$ cat src/rtl/fifo_rd_serializer_if.sv
// Drain-side bundle of the FIFO read serializer: FIFO read port plus
// the outgoing slice stream.
interface fifo_rd_serializer_if #(
  parameter int IN_W  = 128,
  parameter int OUT_W = 32
);
  logic             i_en;
  logic             o_fifo_rden;
  logic [IN_W-1:0]  i_fifo_rddata;
  logic             i_fifo_empty;
  logic             o_valid;
  logic [OUT_W-1:0] o_data;
  logic             o_last;
  logic             i_ready;
  logic             o_busy;

  modport master (
    input  i_en,
    output o_fifo_rden,
    input  i_fifo_rddata,
    input  i_fifo_empty,
    output o_valid,
    output o_data,
    output o_last,
    input  i_ready,
    output o_busy
  );

  modport slave (
    output i_en,
    input  o_fifo_rden,
    output i_fifo_rddata,
    output i_fifo_empty,
    input  o_valid,
    input  o_data,
    input  o_last,
    output i_ready,
    input  o_busy
  );
endinterface

$ cat src/rtl/fifo_rd_serializer.sv
// Pops words from a show-ahead FIFO and streams them out as
// OUT_W-bit slices, LS slice first, with no bubble between words.
module fifo_rd_serializer #(
  parameter int IN_W  = 128,
  parameter int OUT_W = 32
) (
  input  logic                 clk,
  input  logic                 rstn,
  fifo_rd_serializer_if.master bus
);
  localparam int RATIO = IN_W / OUT_W;
  localparam int IW    = (RATIO > 1) ? $clog2(RATIO) : 1;

  localparam logic [0:0] IDLE = 1'b0;
  localparam logic [0:0] SEND = 1'b1;

  localparam logic [IW-1:0] LAST_IDX = IW'(RATIO - 1);

  logic [IN_W-1:0] word_rg;
  logic [IW-1:0]   idx_rg;
  logic [0:0]      state_rg;

  logic valid;
  logic at_last;
  logic accept;
  logic last_acc;
  logic load;

  assign valid    = (state_rg == SEND);
  assign at_last  = (idx_rg == LAST_IDX);
  assign accept   = valid & bus.i_ready;
  assign last_acc = accept & at_last;

  // Refill either from idle or in the same cycle the last slice leaves.
  assign load = rstn & bus.i_en & ~bus.i_fifo_empty &
                ((state_rg == IDLE) | last_acc);

  assign bus.o_fifo_rden = load;
  assign bus.o_valid     = valid;
  assign bus.o_data      = word_rg[idx_rg*OUT_W +: OUT_W];
  assign bus.o_last      = valid & at_last;
  assign bus.o_busy      = valid;

  always_ff @(posedge clk) begin
    if (!rstn) begin
      word_rg  <= '0;
      idx_rg   <= '0;
      state_rg <= IDLE;
    end else if (load) begin
      word_rg  <= bus.i_fifo_rddata;
      idx_rg   <= '0;
      state_rg <= SEND;
    end else if (last_acc) begin
      state_rg <= IDLE;
    end else if (accept) begin
      idx_rg   <= idx_rg + IW'(1);
    end
  end
endmodule
$ cat src/flat_wrapper.sv
// flat-port wrapper written by rule: the top's interface ports become plain ports
module fifo_rd_serializer_flat 
#(
  parameter int IN_W  = 128,
  parameter int OUT_W = 32
)
  (clk, rstn, bus_i_en, bus_o_fifo_rden, bus_i_fifo_rddata, bus_i_fifo_empty, bus_o_valid, bus_o_data, bus_o_last, bus_i_ready, bus_o_busy);
  fifo_rd_serializer_if #(.IN_W(IN_W), .OUT_W(OUT_W)) bus_i ();
  input  logic clk;
  input  logic rstn;
  input wire logic [$bits(bus_i.i_en)-1:0] bus_i_en;
  output wire logic [$bits(bus_i.o_fifo_rden)-1:0] bus_o_fifo_rden;
  input wire logic [$bits(bus_i.i_fifo_rddata)-1:0] bus_i_fifo_rddata;
  input wire logic [$bits(bus_i.i_fifo_empty)-1:0] bus_i_fifo_empty;
  output wire logic [$bits(bus_i.o_valid)-1:0] bus_o_valid;
  output wire logic [$bits(bus_i.o_data)-1:0] bus_o_data;
  output wire logic [$bits(bus_i.o_last)-1:0] bus_o_last;
  input wire logic [$bits(bus_i.i_ready)-1:0] bus_i_ready;
  output wire logic [$bits(bus_i.o_busy)-1:0] bus_o_busy;
  assign bus_i.i_en = bus_i_en;
  assign bus_o_fifo_rden = bus_i.o_fifo_rden;
  assign bus_i.i_fifo_rddata = bus_i_fifo_rddata;
  assign bus_i.i_fifo_empty = bus_i_fifo_empty;
  assign bus_o_valid = bus_i.o_valid;
  assign bus_o_data = bus_i.o_data;
  assign bus_o_last = bus_i.o_last;
  assign bus_i.i_ready = bus_i_ready;
  assign bus_o_busy = bus_i.o_busy;
  fifo_rd_serializer #(.IN_W(IN_W), .OUT_W(OUT_W)) u_core (.clk(clk), .rstn(rstn), .bus(bus_i));
endmodule
$ cat config.mk
export PLATFORM = sky130hd
export DESIGN_NAME = fifo_rd_serializer_flat
export DESIGN_NICKNAME = d
export VERILOG_FILES = /design/src/rtl/fifo_rd_serializer_if.sv /design/src/rtl/fifo_rd_serializer.sv /design/src/flat_wrapper.sv
export SDC_FILE = /design/constraint.sdc
export NUM_CORES = 1
export LEC_CHECK = 0
export BUFFER_PORTS_ARGS = -buffer_cell sky130_fd_sc_hd__buf_2
export CORE_MARGIN = 3
export CORE_UTILIZATION = 50
export CTS_CLUSTER_DIAMETER = 50
export DETAILED_ROUTE_END_ITERATION = 6
export GPL_TIMING_DRIVEN = 0
export HOLD_SLACK_MARGIN = 0.08
export PLACE_DENSITY = 0.79
export SLEW_MARGIN = 20
export SYNTH_ARGS = -nofsm -noshare
export SYNTH_HDL_FRONTEND = slang
export SYNTH_SLANG_ARGS = --single-unit
$ cat constraint.sdc
create_clock -name clk -period 1.84 [get_ports clk]
set_clock_uncertainty 0.05 [all_clocks]
set_input_delay 0.184 -clock clk [delete_from_list [all_inputs] [get_ports clk]]
set_output_delay 0.184 -clock clk [all_outputs]
set_load 0.05 [all_outputs]
---- After elaboration in Yosys (flattened, before gate mapping) ----
Cells that the tools add are included.
word-level totals
  output and inout bits ................... 36
  register bits ........................... 131
  input bits .............................. 133
  logic and storage cells ................. 22
operators by class
  bitwise gates (word level) .............. 11
  mux-type cells .......................... 2
  equality and inequality tests ........... 1
  reduce and logical (&&, ||, !) cells .... 3
  shifts and indexed selects .............. 1
  add/subtract/negate cells ............... 1
operators with widths
  kind                 number
  $shiftx 128x8->32    1
  $and 1x1->1          6
  $not 1->1            4
  $add 2x1->2 const B  1
  $eq 2x2->1 const B   1
  $mux 1               2
  $reduce_and 2->1     1
  $reduce_bool 2->1    1
  $reduce_or 2->1      1
  $or 1x1->1           1

---- Depth between registers and ports, before layout ----
Gate-level depths: netlist (run 1).
  depth after elaboration ................. 5
  gate-level depth with buffers ........... 7
  mapped depth without buffers ............ 4

---- Worst setup path before layout (run 1) ----
No wires, ideal clock.
  kind .................................... reg2out
  start point ............................. reg u_core.state_rg (netlist: u_core.bus.o_busy)
  end point ............................... out bus_o_fifo_rden
  path buffers ............................ 3
  required time ........................... 1606 ps
  arrival time ............................ 1648 ps
  path slack .............................. -42 ps
  cell stages (with the launch flop) ...... 7
  path through ............................ dfxtp_1 a21boi_2 nand3b_4 buf_6 buf_6 buf_6 inv_1
between the ends
  longest elaborated chain between the ends .. 4
ends and longest elaborated chain
  item                    line                      source
  start, declared         fifo_rd_serializer.sv:21  logic [0:0] state_rg;
  start signal, assigned  fifo_rd_serializer.sv:48  state_rg <= IDLE;
  start signal, assigned  fifo_rd_serializer.sv:52  state_rg <= SEND;
  start signal, assigned  fifo_rd_serializer.sv:54  state_rg <= IDLE;
  $and 1x1->1             fifo_rd_serializer.sv:31  assign accept = valid & bus.i_ready;
  $and 1x1->1             fifo_rd_serializer.sv:32  assign last_acc = accept & at_last;
  $or 1x1->1 (*)          fifo_rd_serializer.sv:36  ((state_rg == IDLE) | last_acc);
  $and 1x1->1 (*)         fifo_rd_serializer.sv:35  assign load = rstn & bus.i_en & ~bus.i_fifo_empty &
  end, declared           flat_wrapper.sv:12        output wire logic [$bits(bus_i.o_fifo_rden)-1:0] bus_o_fifo_rden;
Mark *: on every way between the ends. The rest lies on a longest branch, timed or not.

---- Worst setup path in the final report (run 1) ----
  start point ............................. reg u_core.idx_rg[0]
  end point ............................... out bus_o_data[10]
between the ends
  longest elaborated chain between the ends .. 1
ends and longest elaborated chain
  item                    line                      source
  start, declared         fifo_rd_serializer.sv:20  logic [IW-1:0] idx_rg;
  start signal, assigned  fifo_rd_serializer.sv:56  idx_rg <= idx_rg + IW'(1);
  $shiftx 128x8->32       fifo_rd_serializer.sv:40  assign bus.o_data = word_rg[idx_rg*OUT_W +: OUT_W];
  end, declared           flat_wrapper.sv:16        output wire logic [$bits(bus_i.o_data)-1:0] bus_o_data;
Every way passes these cells.

==> flow_summary.ini, run 1 <==
[sta]
hold_slack_ns = 0.209
post-route-period-util_pct = 110
finalSetupViolCount = 33
max_slew_margin_pct = 58.1
rsz0062_at_grt = true
setup_ws_ns = -0.185
slew_violations = 0
tightest_slew_ns = 0.628
period_needed_ns = 2.02
fmax_ghz = 0.494
hold_violations = 0
fin_tns_setup_ns = -5.09

[detailed_routing]
dr.pass1.iters = 5
initialDrtViolationCount = 330
drt-total-wl_um = 19700
wire_per_inst_um = 18.3
via_per_inst = 5.10
vias = 5483
drc = 0
antenna_left = 0

[critical_path]
path_buf_inv = 3
cp_max_fo = 7
critical-path-max-stage-delay_ns = 0.54
critPathTopFamily = multiplexers
path_cells = buf_12 > buf_12 > mux4_2 > buf_6
cp_common_cell = buf_12
cp.required_ns = 1.61
critical_path_class = flip-flop to output pin
cp-start-kind = flip-flop
cp_slowest_cell = mux4_2
worstSetupStartpoint = u_core.idx_rg[0]
cp-end-kind = output pin
r2r_start = u_core.idx_rg[0]
cp.arrival_ns = 1.79

[placement]
placed_cell_area_um2 = 6970
place_inst = 908
gp_congestion = 0.824
dpl_worst_slack_ns = -0.104
port-buffer-count = 167
place_hpwl_um = 10800

[synth]
synth_cells = 598
ys_ff_latch = 131
syn_nets = 732
yosysMostFrequentCell = dfxtp_1
synth_edf_count = 0
synth_area_leaders = dfxtp_1 44%, mux2i_1 22%, mux4_2 12%, inv_1 8.1%, nand2_1 8.1%
yosys-top-cells-count = 131 x dfxtp_1, 129 x inv_1, 128 x mux2i_1, 128 x nand2_1, 32 x mux4_2
yosys.area.top_type = dfxtp_1
yosysTopAreaCellShare_pct = 44.0
seq_area_frac_synth_pct = 44.0
synth.avg_cell_area_um2 = 9.96
yosysUniqueCellTypes = 20
synthArstFlopShare_pct = 0
mappedNetlistArea_um2 = 5960
yosys_warnings = 0
synthFlopType = dfxtp_1

[power_and_ir_drop]
p_int_mw = 5.60
seq_power_share_pct = 41.3
p_clk_share_pct = 41.6
peakVddDrop_mv = 0.622
power_mw = 7.48
p_comb_share_pct = 17.1
leakagePower_nw = 5.13
switchingPower_mw = 1.88
p_per_area_nw_per_um2 = 800
switching_share_pct = 25.1

[floorplan]
dieArea_um2 = 13300
core-area_um2 = 11500
fp.dieW_um = 115
die_h_um = 115
num_io_pins = 169
fp-row-count = 39
initial_utilization_pct = 51.7

[clock_tree]
clk_pin_slew_worst_paths_ns = 0.05
cts_tree = yes
cts-root-buf = clkbuf_16
clock_path_buffers = 2
clk_latency_ns = 0.42
cts_sinks = 131
cts_buffers = 17
htreeDepth = 4

[final_layout]
diodes = 0
final_cells = 1075
drive_above_1_share_pct = 29.1
fin_area_um2 = 9360
area_delta_synth_final_pct = 57.1
post-route-util_pct = 81.2
nNetsFinal = 1055
nFillCells = 616

[run_status]
status = finished, violations left
violations = negative setup slack

[global_route]
overflow = 0
grt_antenna_before_repair = 0
grt_pass1_wl_um = 29800
grt_pass1_vias = 6103
grt_max_degree = 17
grtUsageTotal_pct = 29.8

[worst_hold_path]
hp-start = bus_i_en
hold_class = input port to flip-flop

[job]
cap_violations = 0
[placed cells by master, fill, tap and decap left out, types with 2 or more instances in the layout]
| cell type | n |
|---|---|
| dfxtp_1 | 129 |
| nand2_1 | 128 |
| inv_1 | 128 |
| mux2i_1 | 124 |
| clkinv_2 | 5 |
| buf_4 | 9 |
| and3_1 | 2 |
| mux4_2 | 32 |
| clkbuf_8 | 3 |
| mux2i_2 | 4 |
| buf_2 | 137 |
| buf_8 | 10 |
| clkbuf_16 | 19 |
| buf_12 | 10 |
| clkbuf_1 | 16 |
| buf_6 | 32 |
| dlygate4sd3_1 | 128 |
[sequential cells by signal, indices dropped and copies added, names as in the netlist]
signal             cells
u_core.idx_rg          2
u_core.bus.o_busy      1
u_core.word_rg       128
[area by class of cell]
class / instances / area, um^2 / area share (%)
flip-flops and latches: 131 / 2630 / 28.1
plain buffers: 36 / 379 / 4.05
inverters: 129 / 487 / 5.20
clock inverters: 6 / 55.1 / 0.588
well taps: 143 / 179 / 1.91
clock buffers: 24 / 482 / 5.15
repair buffers: 307 / 2520 / 27.0
multi-input cells: 299 / 2620 / 28.0
[per-layer routing]
metal	GRT usage, %	vias to the layer above	wire [um]
met3	6.74	64	1030
met1	31.7	2639	7330
met5	0	-	0
met4	15.3	0	752
met2	54.8	244	10600
li1	-	2536	-
[kinds of logic after synthesis]
logic type | Yosys count | synth area share, %
muxes | 161 | 33.8
DFF | 131 | 44.0
adders and majority gates | 1 | 0.210
AOI/OAI and AO/OA | 2 | 0.315
xor gates and xnor gates | 1 | 0.147
and+or+nand+nor | 134 | 8.97
buffers and inverters | 168 | 12.5
[power by group through the flow]
stage / sequential [mW] / combinational, mW / clock (mW)
2_1_floorplan: 3.11 / 0.595 / 0
4_1_cts: 3.08 / 1.21 / 3.14
5_1_grt: 3.10 / 1.36 / 3.24
3_5_place_dp: 3.13 / 0.882 / 0
6_report: 3.09 / 1.28 / 3.12
3_3_place_gp: 3.12 / 0.858 / 0
[tightest hold or removal path: cells and delay by family]
family	cells	cell delay [ns]
AO/OA/AOI/OAI	1	0.14
AND/OR/NAND/NOR	1	0.25
buffers and inverters	1	0.07
[worst paths after layout]
path,end,slack (ns),cells past startpoint
worst max register to register,u_core.word_rg[7],0.03,8
worst min register to register,u_core.word_rg[19],0.41,2
worst max-delay path,bus_o_data[10],-0.18,4
worst min-delay path,u_core.bus.o_busy,0.21,3
[timing repair]
item | 4_1_cts | 5_1_grt
cloned | 2 | 2
pin swaps | 1 | 1
hold buffers | 128 | 0
setup buffers | 7 | 1
hold endpoints to repair | 128 | 0
setup endpoints to repair | 33 | 153
resized for setup | 95 | 35
Power figures use the tool's default switching activity.
==> run 2, diff against run 1 <==
Settings changed: CORE_ASPECT_RATIO set to 0.8, CORE_UTILIZATION 50 to 52, PLACE_DENSITY 0.79 to 0.82.
==> flow_summary.ini, run 2 (same netlist as run 1, synthesis figures left out) <==
[final_layout]
nNetsFinal = 1052
largest_reg_flops = 128
area_delta_synth_final_pct = 55.6
layout_commonest_cell = buf_2
regMostFlops = u_core.word_rg
layout_common_cells = 137 x buf_2, 129 x inv_1, 129 x dfxtp_1
nFillCells = 556
regArea_um2 = 2630
final_cells = 1075
multiInputGateArea_um2 = 2590
drive_above_1_share_pct = 28.8
post-route-util_pct = 84.1
diodes = 0

[detailed_routing]
via_per_inst = 5.11
top_layer_used = met4
route.met3.wl_um = 1150
wl_met2_um = 10500
vias = 5496
initialDrtViolationCount = 345
dr.pass1.iters = 5
antenna_left = 0
wire_per_inst_um = 18.6
drc = 0
wl_met1_um = 7810
drt-total-wl_um = 19900

[sta]
setup_ws_ns = -0.206
period_needed_ns = 2.05
hold_slack_ns = 0.109
tightest_slew_ns = 0.583
fmax_ghz = 0.489
hold_violations = 0
finalSetupViolCount = 32
slew_violations = 0
post-route-period-util_pct = 111
max_slew_margin_pct = 61.1
rsz0062_at_grt = true

[job]
cap_violations = 0

[critical_path]
worstSetupStartpoint = u_core.idx_rg[0]
cp-start-kind = flip-flop
path_buf_inv = 3
critical_path_class = flip-flop to output pin
cp.required_ns = 1.61
cp_common_cell = buf_12
cp-end-kind = output pin
r2r_start = u_core.idx_rg[0]
cp.arrival_ns = 1.81
critical-path-max-stage-delay_ns = 0.56
path_cells = buf_12 > buf_12 > mux4_2 > buf_6
cp_max_fo = 7
critPathTopFamily = multiplexers
cp_slowest_cell = mux4_2

[power_and_ir_drop]
p_int_mw = 5.78
power_mw = 7.80
leakagePower_nw = 5.11
switching_share_pct = 25.9
p_comb_share_pct = 16.1
p_clk_share_pct = 44.4
seq_power_share_pct = 39.5
switchingPower_mw = 2.02
p_per_area_nw_per_um2 = 842
peakVddDrop_mv = 0.648

[run_status]
violations = negative setup slack
status = finished, violations left

[clock_tree]
cts_sinks = 131
cts-root-buf = clkbuf_16
clock_path_buffers = 2
htreeDepth = 4
clk_latency_ns = 0.42
cts_tree = yes
clk_pin_slew_worst_paths_ns = 0.06
cts_buffers = 17

[placement]
place_inst = 909
place_hpwl_um = 11200
gp_congestion = 0.844
port-buffer-count = 167

[floorplan]
die_h_um = 102
core-area_um2 = 11000
fp.dieW_um = 126
dieArea_um2 = 12800
initial_utilization_pct = 54.1
fp-row-count = 34
num_io_pins = 169

[worst_hold_path]
hp-start = bus_i_ready
hold_class = input port to flip-flop

[global_route]
grt_pass1_vias = 6200
grt_pass1_wl_um = 30800
grt_antenna_before_repair = 0
grt_max_degree = 17
grtUsageTotal_pct = 31.3
overflow = 0
==> run 2: cell count changes in the layout (fill, tap and decap cells not counted), sizes merged <==
| cell | previous run | this run |
|---|---|---|
| clkinvlp | 0 | 5 |
| bufinv | 1 | 3 |
| clkbuf | 38 | 32 |
| buf | 200 | 196 |
| inv | 129 | 131 |
==> run 2: repair_timing <==
item | 4_1_cts | 5_1_grt
resized for setup | 87 | 7
gates cloned | 1 | 3
hold buffers | 128 | 0
endpoints found under the hold margin | 128 | 0
pin swaps | 1 | 0
setup endpoints to repair | 33 | 44
buffers inserted | 5 | 0
==> run 2: final timing paths <==
kind | endpoint | slack [ns] | depth (start not counted)
worst min register to register | u_core.word_rg[76] | 0.41 | 2
worst max-delay path | bus_o_data[18] | -0.21 | 4
worst max register to register | u_core.word_rg[125] | 0.04 | 7
worst min-delay path | u_core.bus.o_busy | 0.11 | 3
==> run 2: power groups by stage <==
| stage | logic (mW) | registers, mW | clock network, mW |
|---|---|---|---|
| after floorplan | 0.595 | 3.11 | 0 |
| after global placement | 0.861 | 3.12 | 0 |
| after detailed placement | 0.888 | 3.13 | 0 |
| after CTS | 1.19 | 3.07 | 3.47 |
| after global routing | 1.33 | 3.09 | 3.59 |
| final | 1.26 | 3.08 | 3.46 |
==> run 2: area by class of cell <==
class | count | share of cell area [%]
flip-flops and latches | 131 | 28.3
clock buffers | 17 | 4.59
plain buffers | 36 | 3.39
clock inverters | 15 | 1.96
well taps | 144 | 1.94
inverters | 129 | 5.22
repair buffers | 304 | 26.7
multi-input cells | 299 | 27.9
==> run 2: routing by layer <==
metal | GRT usage, % | vias up
li1 | - | 2536
met1 | 33.7 | 2668
met2 | 59.9 | 246
met3 | 7.12 | 46
met4 | 12.8 | 0
met5 | 0 | -
==> run 2: tightest hold or removal path, delay by kind of cell <==
family          cells  cell delay, ns
compound gates      2            0.25
buf+inv             1            0.11
==> run 2: stage by stage <==
stage / worst slack [ns] / cell area (um^2) / TNS [ns]
3_5_place_dp: -0.111 / 6970 / -1.72
4_1_cts: -0.180 / 9190 / -4.59
6_report: -0.206 / 9270 / -5.00
2_1_floorplan: 0.130 / 5960 / 0
3_3_place_gp: -0.0844 / 6970 / -0.983
5_1_grt: -0.231 / 9270 / -6.29
==> run 3, diff against run 2 <==
Settings changed: ABC_AREA set to 1, CORE_UTILIZATION 52 to 51, PLACE_DENSITY 0.82 to 0.81.
==> flow_summary.ini, run 3 <==
[run_status]
status = finished, violations left
violations = design-rule violations, negative setup slack

[detailed_routing]
antenna_left = 0
via_per_inst = 5.70
initialDrtViolationCount = 942
drc = 2
dr.pass1.iters = 7
vias = 7267
drt-total-wl_um = 23800
wire_per_inst_um = 18.7

[final_layout]
area_delta_synth_final_pct = 65.6
drive_above_1_share_pct = 26.9
layout_commonest_cell = nand2_1
largest_reg_flops = 128
layout_common_cells = 265 x nand2_1, 145 x buf_2, 129 x nand3_1, 129 x dlygate4sd3_1, 129 x dfxtp_1
final_cells = 1274
nFillCells = 511
nNetsFinal = 1255
diodes = 0
regMostFlops = u_core.word_rg

[sta]
max_slew_margin_pct = 63.4
hold_violations = 0
finalSetupViolCount = 24
post-route-period-util_pct = 105
slew_violations = 0
rsz0062_at_grt = true
hold_slack_ns = 0.291
fmax_ghz = 0.515
period_needed_ns = 1.94
setup_ws_ns = -0.101
tightest_slew_ns = 0.549

[placement]
place_hpwl_um = 12000
place_inst = 1102
gp_congestion = 0.862
port-buffer-count = 167

[floorplan]
initial_utilization_pct = 53.2
fp-row-count = 33
die_h_um = 99.2
dieArea_um2 = 12100
fp.dieW_um = 122
num_io_pins = 169
core-area_um2 = 10400

[synth]
synthArstFlopShare_pct = 0
yosysTopAreaCellShare_pct = 47.4
ys_ff_latch = 131
synth_edf_count = 0
synth_cells = 795
syn_nets = 929
yosys_warnings = 0
seq_area_frac_synth_pct = 47.4
mappedNetlistArea_um2 = 5540
yosys-top-cells-count = 265 x nand2_1, 131 x dfxtp_1, 129 x nand3_1
yosysMostFrequentCell = nand2_1
yosys.area.top_type = dfxtp_1
synthFlopType = dfxtp_1
synth_area_leaders = dfxtp_1 47%, nand2_1 18%, nand3_1 12%, o21ai_0 8.7%, nor2_1 6.7%
yosysUniqueCellTypes = 16
synth.avg_cell_area_um2 = 6.96

[clock_tree]
cts-root-buf = clkbuf_16
clk_latency_ns = 0.42
htreeDepth = 4
cts_sinks = 131
clk_pin_slew_worst_paths_ns = 0.06
clock_path_buffers = 2
cts_buffers = 17
cts_tree = yes

[worst_hold_path]
hold_class = input port to flip-flop

[critical_path]
cp.arrival_ns = 1.71
cp_max_fo = 8
cp-end-kind = output pin
cp.required_ns = 1.61
r2r_setup_slack_ns = 0.03
cp-start-kind = flip-flop
critical_path_class = flip-flop to output pin

[power_and_ir_drop]
p_per_area_nw_per_um2 = 891
leakagePower_nw = 4.42
peakVddDrop_mv = 0.885

[global_route]
grt_max_degree = 17
grt_antenna_before_repair = 0
grt_pass1_wl_um = 34300
overflow = 0
grtUsageTotal_pct = 36.3
grt_pass1_vias = 7014

[job]
cap_violations = 0
[run 3: cell types whose count changed after synthesis, sizes merged, moves of 19 or more]
| cell | before | now |
|---|---|---|
| inv | 129 | 6 |
| nor2 | 0 | 99 |
| mux2i | 128 | 0 |
| mux4 | 32 | 0 |
| nand3 | 0 | 129 |
| nand2 | 128 | 266 |
| buf | 25 | 44 |
| o21ai | 0 | 96 |
[run 3: layout make-up]
class	count	area (um^2)	area share [%]
repair buffers	308	2460	26.9
clock inverters	14	210	2.29
multi-input cells	594	2690	29.4
flip-flops and latches	131	2630	28.7
well taps	140	175	1.91
plain buffers	63	524	5.72
clock buffers	18	439	4.79
inverters	6	32.5	0.355
[run 3: critical path, stage by stage, from the launching register on]
cell and delay (ns):
dfxtp_4 0.39, inv_2 0.06, buf_8 0.14, clkbuf_8 0.15
o21ai_0 0.29, o21ai_2 0.09, buf_6 0.16
[run 3: power by group]
| group | switching, mW | leakage (nW) | total (mW) | internal (mW) |
|---|---|---|---|---|
| clock | 1.31 | 0.312 | 3.74 | 2.43 |
| sequential | 0.102 | 1.07 | 3.10 | 2.99 |
| combinational | 0.733 | 3.04 | 1.33 | 0.595 |
| total | 2.14 | 4.42 | 8.16 | 6.02 |
[run 3: stage by stage]
step	worst slack [ns]	TNS, ns	total power, mW	utilization (%)	cell area, um^2
3_3_place_gp	-0.0473	-0.333	4.00	62.9	6550
4_1_cts	-0.0383	-0.214	7.96	84.9	8840
6_report	-0.101	-0.755	8.16	88.1	9170
3_5_place_dp	-0.0441	-0.276	4.02	62.9	6550
5_1_grt	-0.122	-2.47	8.34	88.1	9170
2_1_floorplan	0.00501	0	3.69	-	5540
[run 3: what timing repair did]
| action | CTS | global route |
|---|---|---|
| hold buffers | 129 | 0 |
| pin swaps | 2 | 12 |
| endpoints found under the hold margin | 131 | 0 |
| cloned | 1 | 1 |
| setup buffers | 6 | 4 |
| setup endpoints to repair | 33 | 36 |
| resized for setup | 130 | 100 |
[run 3: path summary, 6_finish.rpt]
check,from,endpoint,depth (start not counted)
max reg2reg,u_core.idx_rg[0],u_core.word_rg[1],10
min reg2reg,u_core.word_rg[52],u_core.word_rg[52],2
max,u_core.idx_rg[0],bus_o_data[16],6
min,bus_i_fifo_empty,u_core.word_rg[101],6
[run 3: metal layers]
| metal | global-route usage, % | part of all wire [%] | vias up |
|---|---|---|---|
| li1 | - | - | 3228 |
| met1 | 43.0 | 36 | 3330 |
| met2 | 62.1 | 49 | 581 |
| met3 | 7.79 | 10 | 128 |
| met4 | 18.2 | 5.0 | 0 |
| met5 | 0 | 0 | - |
[run 3: logic make-up (layout without fill, tap and decap cells)]
| logic type | after synthesis | after routing | synth area share, % |
|---|---|---|---|
| compound gates | 97 | 97 | 8.82 |
| fa+ha+maj | 1 | 1 | 0.226 |
| buf+inv | 70 | 409 | 6.89 |
| flops | 131 | 131 | 47.4 |
| simple gates | 496 | 496 | 36.7 |
